[config.mk]
export PLATFORM = sky130hd
export DESIGN_NAME = rf_write_arbiter
export DESIGN_NICKNAME = d
export VERILOG_FILES = /design/src/rtl/rf_write_arbiter_pkg.sv /design/src/rtl/rf_write_arbiter_rr.sv /design/src/rtl/rf_write_arbiter.sv
export SDC_FILE = /design/constraint.sdc
export NUM_CORES = 1
export LEC_CHECK = 0
export BUFFER_PORTS_ARGS = -buffer_cell sky130_fd_sc_hd__buf_2
export CAP_MARGIN = 25
export CORE_UTILIZATION = 49
export DETAILED_ROUTE_END_ITERATION = 16
export PLACE_DENSITY = 0.85
export SLEW_MARGIN = 20
export SYNTH_ARGS = -nofsm -noshare
export SYNTH_HDL_FRONTEND = slang
export SYNTH_SLANG_ARGS = --single-unit
export TNS_END_PERCENT = 1
[constraint.sdc]
create_clock -name Clk -period 3.9 [get_ports Clk]
set_input_delay 0.78 -clock Clk [delete_from_list [all_inputs] [get_ports Clk]]
set_output_delay 0.78 -clock Clk [all_outputs]
set_load 0.05 [all_outputs]
[src/rtl/rf_write_arbiter_pkg.sv]
// Shared definitions for the register-file write arbiter.
// This file holds the FSM state encoding and the default data and address widths.
package rf_write_arbiter_pkg;

    localparam int DEFAULT_DATA_W = 32;
    localparam int DEFAULT_ADDR_W = 2;

    typedef enum logic [1:0] {
        IDLE = 2'd0,
        WR0  = 2'd1,
        WR1  = 2'd2
    } arb_state_e;

endpackage

[src/rtl/rf_write_arbiter_rr.sv]
// Two-way round-robin arbiter used by rf_write_arbiter.
// A sole requester always wins. When both request, the one that was not
// granted last time wins.
module rr_arbiter2 (
    input  logic [1:0] req,
    input  logic       last,
    output logic [1:0] grant
);

    // Pick a one-hot winner; on a tie, favour the side opposite to 'last'
    always_comb begin
        grant = 2'b00;
        if (req == 2'b11) begin
            grant = last ? 2'b01 : 2'b10;
        end else if (req[0]) begin
            grant = 2'b01;
        end else if (req[1]) begin
            grant = 2'b10;
        end
    end

endmodule

[src/rtl/rf_write_arbiter.sv]
// Arbitrates two write requesters onto a single register-file write port.
// The grant is combinational. The write appears on the register-file port
// one cycle after it is accepted.
// Optional feature: define RF_WRITE_ARB_STATS_EN to add the saturating
// per-requester grant counters Grant0_cnt and Grant1_cnt.
module rf_write_arbiter
    import rf_write_arbiter_pkg::*;
#(
    parameter int DATA_W = DEFAULT_DATA_W,
    parameter int ADDR_W = DEFAULT_ADDR_W
) (
    input  logic              Clk,
    input  logic              Rst_n,
    input  logic              Hold,
    input  logic              Req0_valid,
    input  logic [ADDR_W-1:0] Req0_addr,
    input  logic [DATA_W-1:0] Req0_data,
    input  logic              Req1_valid,
    input  logic [ADDR_W-1:0] Req1_addr,
    input  logic [DATA_W-1:0] Req1_data,
    output logic              Req0_ready,
    output logic              Req1_ready,
    output logic [ADDR_W-1:0] RegEsc,
    output logic [DATA_W-1:0] Dado,
    output logic              Esc,
    output logic              Owner
`ifdef RF_WRITE_ARB_STATS_EN
    ,
    output logic [15:0]       Grant0_cnt,
    output logic [15:0]       Grant1_cnt
`endif
);

    logic [1:0] rst_sync;
    logic       run;
    logic [1:0] req;
    logic [1:0] grant;
    logic       last_grant;
    arb_state_e state;

    // Synchronise reset release so that grants start only after two clean edges
    always_ff @(posedge Clk or negedge Rst_n) begin
        if (!Rst_n) begin
            rst_sync <= 2'b00;
        end else begin
            rst_sync <= {rst_sync[0], 1'b1};
        end
    end

    assign run = rst_sync[1];
    assign req = {Req1_valid, Req0_valid} & {2{run & ~Hold}};

    rr_arbiter2 u_rr (
        .req   (req),
        .last  (last_grant),
        .grant (grant)
    );

    assign Req0_ready = grant[0];
    assign Req1_ready = grant[1];

    // Write FSM: capture the accepted request and move the round-robin pointer
    always_ff @(posedge Clk or negedge Rst_n) begin
        if (!Rst_n) begin
            state      <= IDLE;
            RegEsc     <= '0;
            Dado       <= '0;
            last_grant <= 1'b1;
        end else if (grant[0]) begin
            state      <= WR0;
            RegEsc     <= Req0_addr;
            Dado       <= Req0_data;
            last_grant <= 1'b0;
        end else if (grant[1]) begin
            state      <= WR1;
            RegEsc     <= Req1_addr;
            Dado       <= Req1_data;
            last_grant <= 1'b1;
        end else begin
            state      <= IDLE;
        end
    end

    assign Esc   = (state != IDLE);
    assign Owner = (state == WR1);

`ifdef RF_WRITE_ARB_STATS_EN
    // Count accepted transfers per requester, sticking at all-ones
    always_ff @(posedge Clk or negedge Rst_n) begin
        if (!Rst_n) begin
            Grant0_cnt <= 16'h0000;
            Grant1_cnt <= 16'h0000;
        end else begin
            if (grant[0] && Grant0_cnt != 16'hFFFF) begin
                Grant0_cnt <= Grant0_cnt + 16'h0001;
            end
            if (grant[1] && Grant1_cnt != 16'hFFFF) begin
                Grant1_cnt <= Grant1_cnt + 16'h0001;
            end
        end
    end
`else
    // The statistics counters are left out of this build.
`endif

endmodule

==> impl_metrics.csv <==
group,metric,value,unit
clocking,cts_buffers,5,
synth,synthXorXnorAreaFrac,0,%
hold_path,worstHoldPathCells,0,
clocking,path_clk_slew,70,ps
worst_setup_path,end_kind,"output port",
global_routing,antenna_found_initial,0,
worst_setup_path,crit_path_start_kind,"input port",
routing,wire_per_inst,15.10,µm
synth,synthMuxAreaShare,0.4624,%
worst_setup_path,crit_type,"in -> out",
synth,synthCells,210,
clocking,cts-resized-gates,0,
clocking,postCtsSetupRepairBufs,0,
synth,synth_area,2165,µm²
synth,syn_area_per_cell,10.31,µm²
worst_setup_path,worstPathMaxFanout,36,
clocking,cts_hold_buf,0,
clocking,clock_latency,290,ps
clocking,clock_sinks,39,
worst_setup_path,cp.arrival,2030,ps
placement,dp_hpwl,3783,µm
synth,synth_compound_area_share,32.37,%
sta,hold_viol,0,
synth,yosysUniqueCellTypes,22,
clocking,h-tree-depth,2,
placement,post_dp_cell_area,2725,µm²
sta,setup_ws,1095,ps
sta,fin_tns_setup,0,ps
global_routing,grt_pass1_wl,8390,µm
cells_and_area,finish.instance_area,2816,µm²
routing,first_pass_iters,4,
worst_setup_path,crit_required,3120,ps
placement,portBuffers,110,
floorplanning,core-area,4115,µm²
floorplanning,die_y,68.47,µm
synth,yosysMostFrequentCell,"dfrtp_1",
synth,synth_top_flop_cell,"dfrtp_1",
routing,drt-total-wl,5466,µm
global_routing,gr-total-overflow,0,
sta,slew_violations,0,
synth,synth_adder_area_share,0,%
routing,vias,1971,
floorplanning,dieArea,4687,µm²
synth,synth.ff_latch_count,39,
synth,yosysSeqAreaShare,45.14,%
synth,yosys.area_share.simple,10.46,%
placement,routabilityCongestion,0.7577,
clocking,cts_tree,"done",
power_and_ir_drop,powerDensity,472.8,nW/µm²
floorplanning,std_cell_rows,23,
power_and_ir_drop,p_leak,0.001387,µW
routing,drt-initial-drc-count,129,
cells_and_area,syn_to_final_growth,30.12,%
routing,drtAntennaViolNets,0,
floorplanning,pin_count,111,
synth,synthArstFlopShare,100.0,%
cells_and_area,num_antenna_cells,0,
synth,synth_edf_count,0,
global_routing,grtUsageTotal,24.83,%
synth,synth_commonest_cells,"dfrtp_1, inv_1, nand3_1, o21ai_0, o311ai_2",
cells_and_area,final_nets,384,
clocking,cts-root-buf,"clkbuf_8",
floorplanning,die_w,68.47,µm
clocking,cts.path.max_buffers,2,
sta,slew_headroom,41.44,%
sta,period_share,71.93,%
power_and_ir_drop,ir_drop,0.0002436,V
global_routing,grt_max_degree,40,
sta,max_freq,0.3565,GHz
floorplanning,start_util,52.60,%
outcome,status,"completed",
global_routing,grt_pass1_vias,1894,
worst_setup_path,r2r_slack,2260,ps
synth,synth_top_family_by_area,"compound AO/OA/AOI/OAI gates",
hold_path,worst_hold_path_type,"reg -> reg",
worst_setup_path,reg2reg_depth,3,
placement,dp_slack,1088,ps
sta,timing.final.setup_violations,0,
sta,skew,7.368,ps
synth,synthesis.nets,283,
sta,tightestPinTransition,878.4,ps
sta,fin_crit,2805,ps
cells_and_area,drive_above_1_share,50.00,%
synth,synth_top_area_share,43.93,%
synth,synth.largest_area_cell,"dfrtp_1",
synth,synth_area_leaders,"dfrtp_1, o311ai_2, nand3_1",
run,drv_cap,0,
sta,rsz0062_at_grt,"no",
routing,drc,0,
cells_and_area,post-route-util,68.44,%
synth,yosys_warnings,0,
routing,vias_per_cell,5.445,
-- kinds of logic after synthesis --
family          Yosys count
compound gates           71
buf+inv                  55
simple gates             43
flops                    39
mux                       1
other cells               1
-- report_power, final --
group / leakage [µW] / switching, µW / internal [µW]
sequential: 0.000470 / 33.0 / 475
combinational: 0.000869 / 391 / 153
clock: 0.0000482 / 137 / 143
total: 0.00139 / 561 / 771
-- path summary, 6_finish.rpt --
kind                        startpoint           to
max                         Req0_valid   Req0_ready
max in group asynchronous        Rst_n     Dado[29]
min                        rst_sync[0]  rst_sync[1]
min in group asynchronous        Rst_n      Dado[0]
max reg2reg                 last_grant     Dado[24]
min reg2reg                rst_sync[0]  rst_sync[1]
-- cells in the final DEF, fill, tap and decap left out --
cell type,Yosys,layout
buf_2,2,110
dfrtp_1,38,38
inv_1,34,34
nand3_1,34,34
o21ai_0,34,34
o311ai_2,29,29
clkbuf_8,0,6
o311ai_1,3,3
buf_4,0,3
nand2b_1,2,2
nor2b_1,2,2
a21oi_1,2,2
o311ai_0,2,2
buf_8,0,2
and3b_1,1,1
and2_4,1,1
nand2_1,1,1
or2_2,1,1
o21ai_4,0,1
nor2_2,0,1
mux2i_1,1,1
clkbuf_1,14,1
clkinv_2,0,1
dfstp_2,1,1
conb_1,1,1
-- flip-flops by register name (all words and copies together) (netlist names) --
signal / flops
Dado: 32
RegEsc: 2
last_grant: 1
rst_sync: 2
state: 2
-- layout make-up --
cell class,instances,area (µm²)
Clock buffer,7,86.33
Clock inverter,1,5.005
Fill cell,332,1299
Inverter,34,127.6
Multi-Input combinational cell,116,954.7
Sequential cell,39,977.2
Tap cell,50,62.56
Timing Repair Buffer,115,603.1
-- layer usage --
layer | part of all wire, % | GRT usage [%] | wire length (µm) | vias to the layer above
met5 | 0 | 0 | 0 | -
met4 | 1.4 | 8.854 | 76 | 0
met3 | 6.5 | 8.167 | 356 | 6
met2 | 53 | 44.85 | 2875 | 72
met1 | 39 | 26.69 | 2158 | 938
li1 | - | - | - | 955
-- worst max-delay path: stages --
cell and delay, ps:
buf_2 150, and3b_1 210, and2_4 510, buf_2 370
-- per-stage QoR --
stage	instances	hold slack (ps)	power, µW
2_1_floorplan	210	331.2	913.4
4_1_cts	362	352.0	1343
3_5_place_dp	354	334.7	1065
6_report	362	351.0	1332
3_3_place_gp	352	335.7	1045
5_1_grt	362	357.1	1404
Power figures use the tool's default switching activity.
